`config.mk`:
```
export PLATFORM = sky130hd
export DESIGN_NAME = pipeline_hazard_controller
export DESIGN_NICKNAME = d
export VERILOG_FILES = /design/src/rtl/pipeline_hazard_controller.sv
export SDC_FILE = /design/constraint.sdc
export NUM_CORES = 1
export LEC_CHECK = 0
export CORE_MARGIN = 2
export CORE_UTILIZATION = 47
export CTS_BUF_LIST = sky130_fd_sc_hd__clkbuf_2 sky130_fd_sc_hd__clkbuf_4 sky130_fd_sc_hd__clkbuf_8
export DETAILED_ROUTE_END_ITERATION = 16
export PLACE_DENSITY = 0.85
export SYNTH_ARGS = -nofsm -noshare
export SYNTH_HDL_FRONTEND = slang
export SYNTH_SLANG_ARGS = --single-unit
```
`constraint.sdc`:
```
create_clock -name CLK -period 2.6 [get_ports CLK]
set_input_delay 0.52 -clock CLK [delete_from_list [all_inputs] [get_ports CLK]]
set_output_delay 0.52 -clock CLK [all_outputs]
set_load 0.02 [all_outputs]
```
`src/rtl/pipeline_hazard_controller.sv`:
```
// rtl/pipeline_hazard_controller.sv - stall/flush/bubble sequencer for the five-stage pipeline
module pipeline_hazard_controller #(
  parameter int REG_ADD_WIDTH    = 5,
  parameter int D_CACHE_LW_WIDTH = 3,
  parameter int COUNT_WIDTH      = 32
) (
  input  logic                        CLK,
  input  logic                        RESET_N,
  input  logic [REG_ADD_WIDTH-1:0]    ID_RS1_ADDRESS,
  input  logic [REG_ADD_WIDTH-1:0]    ID_RS2_ADDRESS,
  input  logic                        ID_RS1_USED,
  input  logic                        ID_RS2_USED,
  input  logic [REG_ADD_WIDTH-1:0]    EX_RD_ADDRESS,
  input  logic                        EX_RD_WRITE_ENABLE,
  input  logic [D_CACHE_LW_WIDTH-1:0] EX_DATA_CACHE_LOAD,
  input  logic                        EX_MULDIV_VALID,
  input  logic                        BRANCH_TAKEN,
  input  logic                        I_CACHE_READY,
  input  logic                        MEM_ACCESS_VALID,
  input  logic                        D_CACHE_READY,
  input  logic                        MULDIV_DONE,
  output logic                        MULDIV_START,
  output logic                        STALL_PROGRAM_COUNTER,
  output logic                        STALL_INSTRUCTION_FETCH,
  output logic                        STALL_INSTRUCTION_DECODE,
  output logic                        STALL_EXECUTION_STAGE,
  output logic                        STALL_DATA_MEMORY,
  output logic                        FLUSH_INSTRUCTION_FETCH,
  output logic                        FLUSH_INSTRUCTION_DECODE,
  output logic                        BUBBLE_MEMORY_STAGE,
  output logic [COUNT_WIDTH-1:0]      STALL_CYCLES
);

  typedef enum logic [1:0] {
    ST_IDLE = 2'd0,
    ST_BUSY = 2'd1,
    ST_HOLD = 2'd2
  } md_state_t;

  md_state_t              r_state;
  md_state_t              w_state_next;
  logic [COUNT_WIDTH-1:0] r_stall_cycles;

  logic w_dmiss;
  logic w_rs1_match;
  logic w_rs2_match;
  logic w_load_use;
  logic w_md_wait;
  logic w_md_start;
  logic w_stall_ex;
  logic w_stall_id;
  logic w_stall_if;
  logic w_branch;

  // Hazard terms derived from the current-cycle datapath inputs.
  always_comb begin
    w_dmiss     = MEM_ACCESS_VALID & ~D_CACHE_READY;
    w_rs1_match = ID_RS1_USED & (ID_RS1_ADDRESS == EX_RD_ADDRESS);
    w_rs2_match = ID_RS2_USED & (ID_RS2_ADDRESS == EX_RD_ADDRESS);
    w_load_use  = (EX_DATA_CACHE_LOAD != '0) & EX_RD_WRITE_ENABLE &
                  (EX_RD_ADDRESS != '0) & (w_rs1_match | w_rs2_match);
  end

  // Mul/div sequencer next state; START depends only on state, valid and dmiss.
  always_comb begin
    w_state_next = r_state;
    w_md_start   = 1'b0;
    w_md_wait    = 1'b0;
    case (r_state)
      ST_IDLE: begin
        // The start cycle itself holds EX; a D-miss defers the start.
        w_md_wait = EX_MULDIV_VALID;
        if (EX_MULDIV_VALID && !w_dmiss) begin
          w_md_start   = 1'b1;
          w_state_next = ST_BUSY;
        end
      end
      ST_BUSY: begin
        // EX captures the result in the DONE cycle unless MEM is missing.
        w_md_wait = ~(MULDIV_DONE & ~w_dmiss);
        if (MULDIV_DONE) begin
          w_state_next = w_dmiss ? ST_HOLD : ST_IDLE;
        end
      end
      ST_HOLD: begin
        // Result is parked in the unit until MEM lets the pipeline move.
        w_md_wait = w_dmiss;
        if (!w_dmiss) begin
          w_state_next = ST_IDLE;
        end
      end
      default: begin
        w_state_next = ST_IDLE;
      end
    endcase
  end

  // Stall chain from the back of the pipe forward, with taken-branch override.
  always_comb begin
    w_stall_ex = w_dmiss | w_md_wait;
    w_stall_id = w_stall_ex | w_load_use;
    w_stall_if = w_stall_id | ~I_CACHE_READY;
    w_branch   = BRANCH_TAKEN & ~w_stall_ex;
  end

  // Output mux: reset forces everything held/flushed, then branch beats load-use and I-miss.
  always_comb begin
    MULDIV_START             = w_md_start;
    STALL_DATA_MEMORY        = w_dmiss;
    STALL_EXECUTION_STAGE    = w_stall_ex;
    STALL_INSTRUCTION_DECODE = w_stall_id;
    STALL_INSTRUCTION_FETCH  = w_stall_if;
    STALL_PROGRAM_COUNTER    = w_stall_if;
    BUBBLE_MEMORY_STAGE      = w_stall_ex & ~w_dmiss;
    FLUSH_INSTRUCTION_DECODE = w_load_use & ~w_stall_ex;
    FLUSH_INSTRUCTION_FETCH  = ~I_CACHE_READY & ~w_stall_id;
    if (w_branch) begin
      // Younger instructions are dead; let the PC load the target.
      FLUSH_INSTRUCTION_FETCH  = 1'b1;
      FLUSH_INSTRUCTION_DECODE = 1'b1;
      STALL_PROGRAM_COUNTER    = 1'b0;
      STALL_INSTRUCTION_FETCH  = 1'b0;
      STALL_INSTRUCTION_DECODE = 1'b0;
    end
    if (!RESET_N) begin
      MULDIV_START             = 1'b0;
      STALL_DATA_MEMORY        = 1'b1;
      STALL_EXECUTION_STAGE    = 1'b1;
      STALL_INSTRUCTION_DECODE = 1'b1;
      STALL_INSTRUCTION_FETCH  = 1'b1;
      STALL_PROGRAM_COUNTER    = 1'b1;
      BUBBLE_MEMORY_STAGE      = 1'b1;
      FLUSH_INSTRUCTION_DECODE = 1'b1;
      FLUSH_INSTRUCTION_FETCH  = 1'b1;
    end
  end

  // Mul/div state register; reset abandons any operation in flight.
  always_ff @(posedge CLK) begin
    if (!RESET_N) begin
      r_state <= ST_IDLE;
    end else begin
      r_state <= w_state_next;
    end
  end

  // Front-end stall counter, wrapping naturally at its width.
  always_ff @(posedge CLK) begin
    if (!RESET_N) begin
      r_stall_cycles <= '0;
    end else if (STALL_PROGRAM_COUNTER) begin
      r_stall_cycles <= r_stall_cycles + {{(COUNT_WIDTH-1){1'b0}}, 1'b1};
    end
  end

  assign STALL_CYCLES = r_stall_cycles;

endmodule

```
======== Yosys cells after proc, flatten, opt, wreduce, memory -nomap -nowiden ========
Index checks and enable logic that the tools add are counted.
storage, ports and cells
  register bits after elaboration ......... 34
  input port bits ......................... 29
  output and inout bits ................... 41
  word-level logic and storage cells ...... 57
operators by class
  add/subtract/negate cells ............... 1
  eq/ne operators ......................... 7
  multiplexer cells ....................... 20
  bitwise logic cells ..................... 21
  reduce and logical (&&, ||, !) cells .... 6
operators with widths
  kind                                                             count
  32-bit by 1-bit adder with 32-bit output, second input constant  1
  1-bit 2-to-1 mux                                                 14
  1-bit AND                                                        11
  5-bit == test                                                    2
  2-bit 2-to-1 mux                                                 4
  2-bit inequality test, second input constant                     3
  1-bit inverter                                                   6
  2-bit case mux with 3 select lines                               1
  5-bit nonzero test                                               1
  1-bit OR                                                         4
  1-bit case mux with 3 select lines                               1
  3-bit AND reduction                                              1
  3-bit nonzero test                                               1
  2-bit by 1-bit == test with 1-bit output, second input constant  1
  2-bit == test, second input constant                             1
  2-bit logical NOT                                                1
  1-bit logical AND                                                1
  1-bit logical NOT                                                1

======== Logic depth before layout (Yosys ltp) ========
Gate-level depths: netlist of the first run.
  word-level depth ........................ 12
  gate-level depth with buffers ........... 9
  mapped depth without buffers ............ 7

======== Worst setup path after synthesis of the first run ========
OpenSTA, ideal clock, no wires.
  path type ............................... input -> output
  start point ............................. in EX_RD_ADDRESS[0]
  end point ............................... out STALL_PROGRAM_COUNTER
  data arrival time ....................... 1.994 ns
  data required time ...................... 2.080 ns
  slack ................................... 0.086 ns
  stages on the path ...................... 8
  path buffers ............................ 3
  path through ............................ or4_1 > o21ai_1 > nor2_1 > nand2_1 > buf_4 > buf_4 > nand2_1 > buf_4
between the ends
  longest elaborated chain between the ends .. 8
  elaborated cells on any way between the ends .. 12
  those cells by class .................... eq/ne: 2; mux: 2; bitwise: 7; reduce/logical: 1
RTL lines
  element                           RTL line  source
  start: declaration                13        input logic [REG_ADD_WIDTH-1:0] EX_RD_ADDRESS,
  5-bit == test (on tied branches)  58, 59
  1-bit AND (on tied branches)      58, 59
  1-bit OR                          61        (EX_RD_ADDRESS != '0) & (w_rs1_match | w_rs2_match);
  1-bit AND *                       61
  1-bit OR *                        101       w_stall_id = w_stall_ex | w_load_use;
  1-bit OR *                        102       w_stall_if = w_stall_id | ~I_CACHE_READY;
  1-bit 2-to-1 mux * (2 in a row)   --
  end: declaration                  23        output logic STALL_PROGRAM_COUNTER,
Mark *: on every way between the ends. The rest lies on a longest branch, timed or not.

======== Worst setup path after layout of the first run ========
  start point ............................. in ID_RS1_ADDRESS[4]
  end point ............................... out FLUSH_INSTRUCTION_DECODE
between the ends
  longest elaborated chain between the ends .. 7
RTL lines
  element             RTL line  source
  start: declaration  9         input logic [REG_ADD_WIDTH-1:0] ID_RS1_ADDRESS,
  5-bit == test       58        w_rs1_match = ID_RS1_USED & (ID_RS1_ADDRESS == EX_RD_ADDRESS);
  1-bit AND           58
  1-bit OR            61
  1-bit AND           61
  1-bit AND           115       FLUSH_INSTRUCTION_DECODE = w_load_use & ~w_stall_ex;
  1-bit 2-to-1 mux    117       if (w_branch) begin
  1-bit 2-to-1 mux    125       if (!RESET_N) begin
  end: declaration    29        output logic FLUSH_INSTRUCTION_DECODE,
Every way passes these cells.

==> impl_metrics.env, run 1 <==
export IMPL_cts_buffers=5
export IMPL_syn_num_nets=271
export IMPL_worstHoldPathType="reg -> reg"
export IMPL_arrival_ns=2.02
export IMPL_fin_nets=351
export IMPL_cap_violations=0
export IMPL_fin_crit_ns=2.54
export IMPL_multiInputGateArea_sq_um=1270
export IMPL_synth_edf_count=0
export IMPL_setup_ws_ns=0.0581
export IMPL_gp_congestion=0.771
export IMPL_cp_max_fo=2
export IMPL_routedWlPerCell_microns=14.1
export IMPL_die_y_microns=69.5
export IMPL_swShare_pct=27.1
export IMPL_comb_power_share_pct=18.4
export IMPL_status="finished clean"
export IMPL_dr_total_vias=1983
export IMPL_seq_power_share_pct=46.3
export IMPL_clkTransAtPathRegs_ns=0.07
export IMPL_worst_setup_path_start_kind="input pin"
export IMPL_area_delta_synth_final_pct=45.5
export IMPL_dieArea_sq_um=4830
export IMPL_clkPwrFrac_pct=35.4
export IMPL_hpwlAfterDp_microns=3840
export IMPL_required_ns=2.08
export IMPL_port_buffers=69
export IMPL_intPower_mw=0.852
export IMPL_drive_above_1_share_pct=16.8
export IMPL_slew_headroom_pct=62.8
export IMPL_worst_slew_pin_slew_ns=0.557
export IMPL_ant_nets=0
export IMPL_clockRootBuffer="clkbuf_8"
export IMPL_ys_seq_elements=34
export IMPL_clockBufferDepth=2
export IMPL_post_cts_buffers=0
export IMPL_cts_tree="yes"
export IMPL_netlist_area_sq_um=2020
export IMPL_grt_pass1_vias=1889
export IMPL_clkLatencyLatePin_ns=0.29
export IMPL_io_pins=70
export IMPL_wl_microns=5260
export IMPL_ys_seq_area_share_pct=33.7
export IMPL_met2_usage_pct=36.6
export IMPL_start_util_pct=49.7
export IMPL_core_region_area_sq_um=4060
export IMPL_synth_area_per_cell_sq_um=8.37
export IMPL_async_flop_share_pct=0
export IMPL_p_per_area_nw_per_um2=398
export IMPL_gr_usage_met1_pct=27.9
export IMPL_track_usage_pct=22.3
export IMPL_setup_viol=0
export IMPL_drc=0
export IMPL_max_freq_ghz=0.393
export IMPL_use_met3_pct=6.98
export IMPL_synth_top_family_by_area="simple AND/OR/NAND/NOR gates"
export IMPL_synth_mux_area_share_pct=2.54
export IMPL_first_pass_iters=4
export IMPL_yosysWarnings=0
export IMPL_synth_distinct_cells=42
export IMPL_p_leak_nw=1.00
export IMPL_drt_iter0_drc=127
export IMPL_diodes=0
export IMPL_crit_type="in -> out"
export IMPL_vdd_ir_drop_max_mv=0.291
export IMPL_die_w_microns=69.5
export IMPL_fin_crit_sh_pct=97.8
export IMPL_gr_total_overflow=0
export IMPL_synth_xor_area_share_pct=16.1
export IMPL_grt_max_degree=32
export IMPL_antenna_found_initial=0
export IMPL_top_usage_layer="met2"
export IMPL_seqCellArea_sq_um=681
export IMPL_synth_compound_area_share_pct=16.2
export IMPL_synthAdderAreaFrac_pct=0.620
export IMPL_end_kind="output pin"
export IMPL_cts_htree_levels=2
export IMPL_dpl_cell_count=364
export IMPL_nFillCells=323
export IMPL_syn_inst=241
export IMPL_viasPerCell=5.33
export IMPL_p_switching_mw=0.316
export IMPL_post_layout_nonfiller_instances=372
export IMPL_slew_viol_final=0
export IMPL_place_ws_ns=-0.518
export IMPL_synth_ff_type="dfxtp_1"
export IMPL_finalHoldViolCount=0
export IMPL_skew_ns=0.00527
export IMPL_grt_pass1_wl_microns=8730
export IMPL_synthSimpleGateAreaFrac_pct=26.2
export IMPL_num_rows=23
export IMPL_cts_sinks=34
[metal layers]
layer  wire [microns]  part of all wire, %
met5                0                    0
met4               65                  1.2
met3              285                  5.4
met2             2600                   49
met1             2310                   44
[stage by stage]
| stage | hold WS, ns | util, % | cell area [sq um] | setup TNS [ns] | power [mW] |
|---|---|---|---|---|---|
| 2_1_floorplan | 0.465 | - | 2020 | 0 | 0.653 |
| 3_5_place_dp | 0.491 | 69.6 | 2820 | -7.28 | 0.764 |
| 4_1_cts | 0.500 | 71.8 | 2910 | 0 | 1.16 |
| 5_1_grt | 0.525 | 72.4 | 2940 | -0.0131 | 1.22 |
| 3_3_place_gp | 0.471 | 69.6 | 2820 | -6.01 | 0.758 |
| 6_report | 0.499 | 72.4 | 2940 | 0 | 1.17 |
[path summary, 6_finish.rpt]
path                                   startpoint                  endpoint  slack (ns)  cells after the start
worst min-delay path              STALL_CYCLES[8]           STALL_CYCLES[8]        0.50                      2
worst min register to register    STALL_CYCLES[8]           STALL_CYCLES[8]        0.50                      2
worst max register to register    STALL_CYCLES[6]          STALL_CYCLES[26]        0.55                      6
worst max-delay path            ID_RS1_ADDRESS[4]  FLUSH_INSTRUCTION_DECODE        0.06                      8
[cells in the mapped netlist, types with 2 or more instances]
cell       count  area share (%)
xnor2_1       37              16
o21ai_0        3            0.74
and3_2         2            0.74
and2_1         4             1.2
mux2i_1        4             2.0
inv_1          7             1.3
a21oi_1       10             2.5
nand4_1        5             1.5
nor2b_1        2            0.62
a2111oi_2     10             7.4
nor3_1         4            0.99
and3_1         5             1.5
a211oi_1       7             2.6
nand3_1       10             2.5
buf_4          4             1.5
clkbuf_1       5            0.93
nand2b_1       6             1.9
nand2_1       25             4.6
nor2_1        35             6.5
dfxtp_1       34              34
[cells in the final DEF, fill, tap and decap left out, drive strengths merged, types with 2 or more instances in the layout]
cell           synthesis  routed
clkdlybuf4s50          0      56
nand3                 10      10
mux2i                  4       4
dlymetal6s2s           0       2
a211oi                 7       7
o21ai                  4       4
nand2b                 6       6
nor3                   4       4
xnor2                 37      37
clkbuf                 5       6
inv                    7       7
dfxtp                 34      34
nand4                  6       6
a21oi                 11      11
nand2                 26      26
and2                   4       4
nor2b                  2       2
or2                    2       2
nor2                  36      36
buf                    7      21
a2111oi               10      10
dlygate4sd2            0       6
and3                   7       7
[sequential cells by signal (all words and copies together), names as in the netlist]
name	cells
r_state	2
STALL_CYCLES	32
[power by group through the flow]
| stage | clock network [mW] | registers (mW) | logic [mW] |
|---|---|---|---|
| final | 0.413 | 0.541 | 0.214 |
| after global routing | 0.448 | 0.542 | 0.229 |
| after CTS | 0.415 | 0.540 | 0.208 |
| after detailed placement | 0 | 0.552 | 0.212 |
| after global placement | 0 | 0.551 | 0.207 |
| after floorplan | 0 | 0.560 | 0.0929 |
[kinds of logic (layout without fill, tap and decap cells)]
family,after synthesis,after routing
flip-flops,34,34
buffers and inverters,19,100
adder cells (fa/ha/maj),1,1
AO/OA/AOI/OAI,38,38
XOR/XNOR,37,37
multiplexers,5,5
AND/OR/NAND/NOR,107,107
[critical path, cell delays in order]
cell and delay [ns]:
clkdlybuf4s50_1 0.49, xnor2_1 0.15, nand4_1 0.15, o22ai_2 0.21, nand2b_1 0.09, nor2b_1 0.13, o21ai_1 0.12, buf_4 0.15
[layout make-up]
class	instances	area share, %
Multi-Input combinational cell	188	43.3
Inverter	7	0.895
Clock inverter	2	0.426
Clock buffer	6	2.81
Timing Repair Buffer	85	27.3
Tap cell	50	2.13
Sequential cell	34	23.2
[timing repair]
item / in CTS / in global routing
resized for setup: 36 / 9
hold endpoints to repair: 0 / 0
setup endpoints to repair: 8 / 17
pin swaps: 3 / 4
cloned: 0 / 0
hold buffers: 0 / 0
Note: power is estimated with default switching activity, not from simulation.
==> run 2: changes to the inputs <==
- ABC_AREA: unset -> 1
- CORE_UTILIZATION: 47 -> 49
- PLACE_DENSITY: 0.85 -> 0.84
==> run 2 against run 1 <==
Against the previous run: largest cell class unchanged; worst setup slack improved by 0.071 ns; area after synthesis increased by 19%; first-iteration DRC count is 93% higher; clock skew grew 0.0043 ns; register-to-register slack better by 0.10 ns; critical path depth grew 1; critical path type unchanged.
==> impl_metrics.env, run 2 <==
export IMPL_cts_hold_buf=0
export IMPL_slew_viol_final=0
export IMPL_ys_top_cells_by_count="nand2_1 (130), nor2_1 (83), inv_1 (72), nand3_1 (41), dfxtp_1 (34)"
export IMPL_first_pass_iters=4
export IMPL_largest_reg_flops=32
export IMPL_area_delta_synth_final_pct=35.4
export IMPL_cts_htree_levels=2
export IMPL_place_ws_ns=-0.438
export IMPL_slew_headroom_pct=74.3
export IMPL_synth_top_area_share_pct=28.4
export IMPL_fin_crit_sh_pct=95.0
export IMPL_syn_inst=427
export IMPL_total_power_mw=1.19
export IMPL_core_region_area_sq_um=4720
export IMPL_cp_max_fo=4
export IMPL_clockRootBuffer="clkbuf_8"
export IMPL_nFillCells=426
export IMPL_ys_seq_elements=34
export IMPL_drt_iter0_drc=245
export IMPL_clkLatencyLatePin_ns=0.30
export IMPL_drive_above_1_share_pct=8.00
export IMPL_layout_common_cells="nand2_1 (130), nor2_1 (83), inv_1 (72)"
export IMPL_cap_violations=0
export IMPL_fin_crit_ns=2.47
export IMPL_synth_distinct_cells=28
export IMPL_crit_type="in -> out"
export IMPL_setup_ws_ns=0.130
export IMPL_netlist_area_sq_um=2400
export IMPL_num_rows=25
export IMPL_clockBufferDepth=2
export IMPL_rsz0062_at_grt="no"
export IMPL_hpwlAfterDp_microns=4610
export IMPL_crit_family="buffers and inverters"
export IMPL_clkTransAtPathRegs_ns=0.06
export IMPL_hold_depth=2
export IMPL_synth_area_per_cell_sq_um=5.62
export IMPL_die_y_microns=74.0
export IMPL_setup_viol=0
export IMPL_antenna_found_initial=0
export IMPL_cp_slowest_cell="clkdlybuf4s50_1"
export IMPL_ys_seq_area_share_pct=28.4
export IMPL_synth_top_cell_by_area="dfxtp_1"
export IMPL_end_kind="output pin"
export IMPL_synth_edf_count=0
export IMPL_syn_num_nets=457
export IMPL_hp_start="STALL_CYCLES[1]"
export IMPL_die_w_microns=74.0
export IMPL_cts_sinks=34
export IMPL_synth_ff_type="dfxtp_1"
export IMPL_wl_microns=6280
export IMPL_async_flop_share_pct=0
export IMPL_max_freq_ghz=0.405
export IMPL_grt_pass1_wl_microns=10900
export IMPL_setup_tns_ns=0
export IMPL_worst_slew_pin_slew_ns=0.386
export IMPL_fin_nets=529
export IMPL_diodes=0
export IMPL_finalHoldViolCount=0
export IMPL_cts_tree="yes"
export IMPL_gp_congestion=0.995
export IMPL_dr_total_vias=2742
export IMPL_dieArea_sq_um=5470
export IMPL_routedWlPerCell_microns=11.1
export IMPL_post_cts_buffers=0
export IMPL_start_util_pct=50.8
export IMPL_io_pins=70
export IMPL_yosysWarnings=0
export IMPL_drc=0
export IMPL_status="finished clean"
export IMPL_vdd_ir_drop_max_mv=0.280
export IMPL_grt_max_degree=39
export IMPL_critical_path_max_stage_delay_ns=0.50
export IMPL_rrSetupSlack_ns=0.65
export IMPL_cts_buffers=5
export IMPL_port_buffers=69
export IMPL_rr_worst_depth=11
export IMPL_critPathBufInv=2
export IMPL_worstHoldPathType="reg -> reg"
export IMPL_netlist_top_cells_area="dfxtp_1 (28%), nand2_1 (20%), nor2_1 (13%)"
export IMPL_cp_cell_sequence="clkdlybuf4s50_1 > nor2_4 > o21ai_2 > nand3_2 > nor2_4 > nand3_2 > nand2_4 > nand2_1 > buf_2"
export IMPL_layout_commonest_cell="nand2_1"
export IMPL_worst_setup_path_start_kind="input pin"
export IMPL_p_leak_nw=1.55
export IMPL_worstReg2RegStart="STALL_CYCLES[0]"
export IMPL_viasPerCell=4.84
export IMPL_p_per_area_nw_per_um2=365
export IMPL_dpl_cell_count=559
export IMPL_gr_total_overflow=0
export IMPL_grt_pass1_vias=2518
export IMPL_regToRegEndpoint="STALL_CYCLES[26]"
export IMPL_arrival_ns=1.95
export IMPL_post_layout_nonfiller_instances=567
export IMPL_ant_nets=0
export IMPL_yosys_cell_count_top_type="nand2_1"
export IMPL_skew_ns=0.00958
export IMPL_hold_path_end="STALL_CYCLES[1]"
export IMPL_required_ns=2.08
export IMPL_track_usage_pct=25.3
## run 2: final cells by class
type | instances | area, sq um | area share [%]
inverters | 74 | 278 | 8.55
repair buffers | 79 | 753 | 23.2
well taps | 67 | 83.8 | 2.58
flip-flops and latches | 34 | 681 | 21.0
clock buffers | 7 | 90.1 | 2.77
multi-input cells | 305 | 1360 | 41.8
clock inverters | 1 | 5.00 | 0.154
## run 2: timing repair
item / in CTS / in global routing
pin swaps: 0 / 0
setup endpoints to repair: 7 / 7
resized for setup: 19 / 9
## run 2: cells by family (layout without fill, tap and decap cells)
| kind of cell | Yosys count | after routing | share of synthesized area (%) |
|---|---|---|---|
| AOI/OAI and AO/OA | 8 | 8 | 2.19 |
| adders and majority gates | 1 | 1 | 0.522 |
| buffers and inverters | 88 | 161 | 15.0 |
| DFF | 34 | 34 | 28.4 |
| and+or+nand+nor | 296 | 296 | 53.9 |
## run 2: power breakdown
part | internal [mW] | switching, mW | leakage (nW)
Clock | 0.224 | 0.205 | 0.0517
Combinational | 0.0961 | 0.129 | 1.22
Sequential | 0.527 | 0.00601 | 0.274
Total | 0.847 | 0.339 | 1.55
## run 2: worst min-delay path: stages, from the launching register on
cell and delay [ns]:
dfxtp_1 0.33, nand3_1 0.08, o21ai_0 0.06
## run 2: worst max path at each step
stage / startpoint / endpoint / cells past startpoint
6_report: D_CACHE_READY / STALL_PROGRAM_COUNTER / 9
5_1_grt: D_CACHE_READY / STALL_PROGRAM_COUNTER / 9
4_1_cts: D_CACHE_READY / MULDIV_START / 7
3_5_place_dp: EX_RD_ADDRESS[0] / FLUSH_INSTRUCTION_DECODE / 10
3_3_place_gp: EX_RD_ADDRESS[3] / FLUSH_INSTRUCTION_DECODE / 10
2_1_floorplan: EX_RD_ADDRESS[2] / FLUSH_INSTRUCTION_DECODE / 8
## run 2: stage by stage
step	instance area (sq um)	utilization, %	hold WS (ns)
floorplan	2400	-	0.500
global placement	3170	67.0	0.507
detailed placement	3170	67.0	0.517
CTS	3240	68.7	0.530
global route	3250	68.8	0.574
finish	3250	68.8	0.523
## run 2: layer usage
layer | vias up | GRT usage [%] | wire length [microns]
li1 | 1442 | - | -
met1 | 1206 | 31.0 | 2760
met2 | 82 | 43.1 | 2990
met3 | 12 | 5.69 | 390
met4 | 0 | 10.3 | 140
met5 | - | 0 | 0
==> RTL change 1: new RTL, flow settings as in run 1 <==
Re-encode `md_state_t` (3 states) as one-hot, 3 bits wide.
--- a/src/rtl/pipeline_hazard_controller.sv
+++ b/src/rtl/pipeline_hazard_controller.sv
@@ -32,8 +32,8 @@
 );
 
-  typedef enum logic [1:0] {
-    ST_IDLE = 2'd0,
-    ST_BUSY = 2'd1,
-    ST_HOLD = 2'd2
+  typedef enum logic [2:0] {
+    ST_IDLE = 3'b001,
+    ST_BUSY = 3'b010,
+    ST_HOLD = 3'b100
   } md_state_t;
 
Formal check against the unedited RTL: no difference found for any inputs over 10 cycles, from zero or initial values and one cycle with RESET_N low; not proved beyond that.
==> RTL change 1 against run 1 <==
Worst setup slack lost 0.032 ns. Highest routed layer unchanged. Register-to-register slack lost 0.14 ns. First-iteration DRC count shrank 42%. Combinational power grew 17%. Die area grew 17%. Fmax shrank 1.2%. Synthesized area grew 18%. Routed wire length grew 11%. Count of clock-buffer cells in the layout grew 2. Cell area grew 14%. Power grew 7.5%. Utilization shrank 2.6 points. Sequential cell count grew 1.
==> RTL change 1: results (changes against run 1) <==
Clocking
  – CTS Buf Count: 5 (unchanged)
  – Worst-path clk slew: 0.07 ns (about the same)
  – H-tree depth: 2 (unchanged)
  – Clock root buffer: clkbuf_8 (unchanged)
  – Worst-case clock buffer depth: 2 (unchanged)

Detailed routing
  – DRT Pass-1 Iters: 4 (unchanged)
  – Wire per inst: 13.6 um (was 14.1 um)
  – Detailed-route via count: 2,279 (was 1,983)
  – DRT iter0 DRCs: 74 (was 127)
  – Residual DRC: 0 (unchanged)

Setup path
  – Reg-to-reg endpoint: STALL_CYCLES[29]$_SDFFE_PN0P_ (was STALL_CYCLES[26]$_SDFFE_PN0P_)
  – Critical Path Slowest Stage Cell: or4_4 (was clkdlybuf4s50_1)
  – Register-to-register setup slack: 0.41 ns (was 0.55 ns)
  – Critical Path Max Stage Delay: 0.56 ns (was 0.49 ns)
  – Worst EP arrival: 2.05 ns (was 2.02 ns)
  – Reg2reg start: STALL_CYCLES[7]$_SDFFE_PN0P_ (was STALL_CYCLES[6]$_SDFFE_PN0P_)

Timing
  – Clock skew: 0.00403 ns (was 0.00527 ns)
  – Worst hold margin: 0.470 ns (was 0.499 ns)
  – Slew headroom: 71.1% (was 62.8%)

Placed design
  – Final HPWL DP: 4260 um (was 3840 um)
  – Placement Cell Area: 3230 um^2 (was 2820 um^2)
  – Gpl congestion: 0.844 (was 0.771)
  – IO Port Bufs: 69 (unchanged)

Yosys
  – Synth top area cells: dfxtp_1 29%, mux2i_1 12%, nand2b_1 8.6%, a21oi_2 8.1%, nand2_1 6.8% (was dfxtp_1 34%, xnor2_1 16%, a2111oi_2 7.4%, nor2_1 6.5%, nand2_1 4.6%)
  – Commonest cells in the netlist: 43 x nand2_1, 35 x dfxtp_1, 33 x nand2b_1 (was 37 x xnor2_1, 35 x nor2_1, 34 x dfxtp_1)
  – Main flop type after synthesis: dfxtp_1 (unchanged)
  – Async SR Flop Fraction: 0% (unchanged)
  – Synth cell types: 47 (was 42)
  – Seq/Total Area, Yosys: 29.3% (was 33.7%)
  – Synthesized net count: 307 (was 271)

Power and ir drop
  – Pleak: 1.18 nW (was 1.00 nW)
  – Maximum vdd drop: 0.000301 V (was 0.000291 V)

Global route
  – Vias in the first global route: 2,179 (was 1,889)
  – First-pass GRT wire length: 9720 um (was 8730 um)
  – Tot GR Track Use: 21.7% (was 22.3%)
  – Largest net degree at the start of global routing: 26 (was 32)

Min path
  – Min-delay src: STALL_CYCLES[31]$_SDFFE_PN0P_ (was STALL_CYCLES[8]$_SDFFE_PN0P_)
  – Hold Path End: STALL_CYCLES[31]$_SDFFE_PN0P_ (was STALL_CYCLES[8]$_SDFFE_PN0P_)
  – Hold Crit Depth: 2 (unchanged)
  – HP Class: reg -> reg (unchanged)

Finish
  – Share of cells above drive strength 1: 23.6% (was 16.8%)
  – Max FFs per register: 32 (unchanged)
  – Final nets: 393 (was 351)

Run status
  – Run status: completed (unchanged)
==> RTL change 1: cell count changes in the layout (fill, tap and decap cells not counted), moves of 20 or more <==
cell | before | now
nor2_1 | 35 | 7
xnor2_1 | 37 | 10
nand2b_1 | 6 | 32
mux2i_1 | 4 | 29
a21oi_2 | 1 | 22
nand2_1 | 23 | 43
==> RTL change 1: kinds of logic (layout without fill, tap and decap cells) <==
kind of cell	Yosys count	after routing	share of synthesized area [%]
simple gates	134	134	30.5
compound gates	47	47	17.7
buf+inv	20	107	5.76
flops	35	35	29.3
xor+xnor	11	11	4.03
mux	29	29	12.1
fa+ha+maj	1	1	0.523
==> RTL change 1: layer usage <==
layer	track usage (%)	share of wire, %
met5	0	0
met4	8.58	1.1
met3	3.44	3.5
met2	38.2	51
met1	26.5	45
==> RTL change 1: through the flow <==
stage	instances	setup TNS (ns)	power, mW	setup WS [ns]
global placement	422	-2.18	0.807	-0.480
detailed placement	422	-2.55	0.813	-0.528
global route	431	-0.0849	1.30	-0.0594
finish	431	0	1.26	0.0266
floorplan	277	0	0.690	0.208
CTS	431	0	1.25	0.00356
==> RTL change 1: area by class of cell <==
type	instances	area, um^2
flip-flops and latches	35	701
clock buffers	8	104
fillers	396	1460
repair buffers	96	867
multi-input cells	222	1590
well taps	67	83.8
inverters	3	11.3
==> RTL change 1: how the worst max path moves through the flow <==
stage                                 start  depth (start not counted)  slack [ns]                 endpoint
final                      EX_RD_ADDRESS[3]                          7        0.03  FLUSH_INSTRUCTION_FETCH
after global routing      ID_RS2_ADDRESS[2]                          9       -0.06  FLUSH_INSTRUCTION_FETCH
after detailed placement   EX_RD_ADDRESS[0]                          7       -0.53  FLUSH_INSTRUCTION_FETCH
after global placement     EX_RD_ADDRESS[0]                          7       -0.48  FLUSH_INSTRUCTION_FETCH
after floorplan                     RESET_N                          4        0.21             MULDIV_START
after CTS                  EX_RD_ADDRESS[1]                          9       0.004  FLUSH_INSTRUCTION_FETCH
==> RTL change 1: repair_timing <==
action / CTS / global route
resized for setup: 30 / 9
setup buffers: 1 / 0
hold buffers: 0 / 0
setup endpoints to repair: 8 / 5
pin swaps: 4 / 3
hold endpoints to repair: 0 / 0
==> RTL change 1: power breakdown <==
group	internal (mW)	switching, mW
sequential	0.543	0.00754
clock	0.252	0.202
combinational	0.124	0.127
==> RTL change 1: critical path: cells and delay by family <==
family / cells / cell delay [ns]
compound gates: 3 / 0.39
buf+inv: 2 / 0.44
simple gates: 2 / 0.71
==> RTL change 2: new RTL, config.mk and constraints of run 1 <==
Made on the original files. Change the parameter `D_CACHE_LW_WIDTH` from 3 to 5.
--- a/src/rtl/pipeline_hazard_controller.sv
+++ b/src/rtl/pipeline_hazard_controller.sv
@@ -2,5 +2,5 @@
 module pipeline_hazard_controller #(
   parameter int REG_ADD_WIDTH    = 5,
-  parameter int D_CACHE_LW_WIDTH = 3,
+  parameter int D_CACHE_LW_WIDTH = 5,
   parameter int COUNT_WIDTH      = 32
 ) (
Interface: changed (resized EX_DATA_CACHE_LOAD); port bits go from 70 to 72. No check against the original RTL was run, so the function may have changed too.
==> RTL change 2 against run 1 <==
The run now ends with negative setup slack left. Sequential cell count stayed put. Largest power group unchanged. Synthesized area is 1.4% lower. Cell area is 2.6% higher. Worst setup slack worse by 0.087 ns. Global-route usage is 1.4 points higher. Synthesized cell count is 2.1% higher. Critical path depth is 1 lower. Clock skew is 0.0018 ns higher. Power is 10% higher. Largest cell class unchanged. Sequential power hardly changed. Via count is 16% higher. Critical endpoint unchanged. Routed wire length is 15% higher.
==> RTL change 2: results (changes against run 1) <==
Run status
  – Run status: complete, but fails checks (was completed)
  – Failing checks: negative setup slack

Global route
  – Largest net degree at the start of global routing: 35 (was 32)
  – First-pass GRT wire length: 9470 um (was 8730 um)
  – Tot GR Track Use: 23.7% (was 22.3%)

Power and ir drop
  – Maximum vdd drop: 0.000436 V (was 0.000291 V)

Finish
  – Final clock-cell share: 3.78% (was 3.24%)
  – Share of cells above drive strength 1: 13.8% (was 16.8%)
  – Inverters: 4 (was 7)
  – Non-clock buffer share: 29.8% (was 27.3%)
  – Multi-input gates: 194 (was 188)
  – Final nets: 365 (was 351)
  – Non-clk bufs: 94 (was 85)
  – Seq/total area: 22.6% (was 23.2%)
  – Area grow syn2layout: 51.4% (was 45.5%)
  – Fraction of area in multi-input gates: 41.3% (was 43.3%)

Timing
  – Worst hold margin: 0.491 ns (was 0.499 ns)
  – Setup Viol. Count Final: 4 (was 0)
  – Worst Slack Setup Final: -0.0287 ns (was 0.0581 ns)

Min path
  – Min-delay src: STALL_CYCLES[31]$_SDFFE_PN0P_ (was STALL_CYCLES[8]$_SDFFE_PN0P_)
  – Hold Path End: STALL_CYCLES[31]$_SDFFE_PN0P_ (was STALL_CYCLES[8]$_SDFFE_PN0P_)

Setup path
  – R2R depth: 12 (was 6)
  – Register-to-register setup slack: 0.42 ns (was 0.55 ns)
  – Worst EP arrival: 2.11 ns (was 2.02 ns)
  – Critical Path Slowest Stage Cell: or4_4 (was clkdlybuf4s50_1)

Placed design
  – Worst slack, placed: -0.601 ns (was -0.518 ns)
  – IO Port Bufs: 71 (was 69)
  – Final HPWL DP: 4060 um (was 3840 um)

Die
  – Die Area: 4770 um^2 (was 4830 um^2)

Clocking
  – # resized after CTS: 41 (was 36)
  – Post-CTS setup buffers: 4 (was 0)

Yosys
  – Synth top area cells: dfxtp_1 34%, a21oi_1 7.5%, o31ai_1 4.9%, or4_1 4.9%, xnor2_1 4.4% (was dfxtp_1 34%, xnor2_1 16%, a2111oi_2 7.4%, nor2_1 6.5%, nand2_1 4.6%)
  – Synth cell types: 40 (was 42)
  – Cells after Synth: 246 (was 241)
  – Seq/Total Area, Yosys: 34.2% (was 33.7%)
  – Commonest cells in the netlist: 34 x dfxtp_1, 30 x a21oi_1, 23 x nand2_1 (was 37 x xnor2_1, 35 x nor2_1, 34 x dfxtp_1)

Detailed routing
  – Final wirelength: 6070 um (was 5260 um)
[RTL change 2: cell types whose count changed in the layout (fill, tap and decap cells not counted), moves of 11 or more]
cell     change
nor2_1      -30
xnor2_1     -27
a21oi_1     +18
o31ai_1     +13
o21ai_0     +12
or4_1       +12
or3_1       +11
[RTL change 2: metal layers]
metal | wire, um | track usage (%)
met1 | 2530 | 30.2
met2 | 3000 | 40.3
met3 | 331 | 4.53
met4 | 207 | 7.41
met5 | 0 | 0
[RTL change 2: cells by family after synthesis]
kind of cell / count (synthesis) / share of synthesized area (%)
AOI/OAI and AO/OA: 69 / 21.0
xor gates and xnor gates: 11 / 4.84
and+or+nand+nor: 108 / 31.2
DFF: 34 / 34.2
adders and majority gates: 1 / 0.628
muxes: 5 / 2.51
buffers and inverters: 18 / 5.59
[RTL change 2: report_power, final]
group	leakage (nW)	switching, mW	internal [mW]
sequential	0.275	0.0111	0.529
combinational	0.706	0.121	0.126
clock	0.0593	0.194	0.308
total	1.04	0.327	0.962
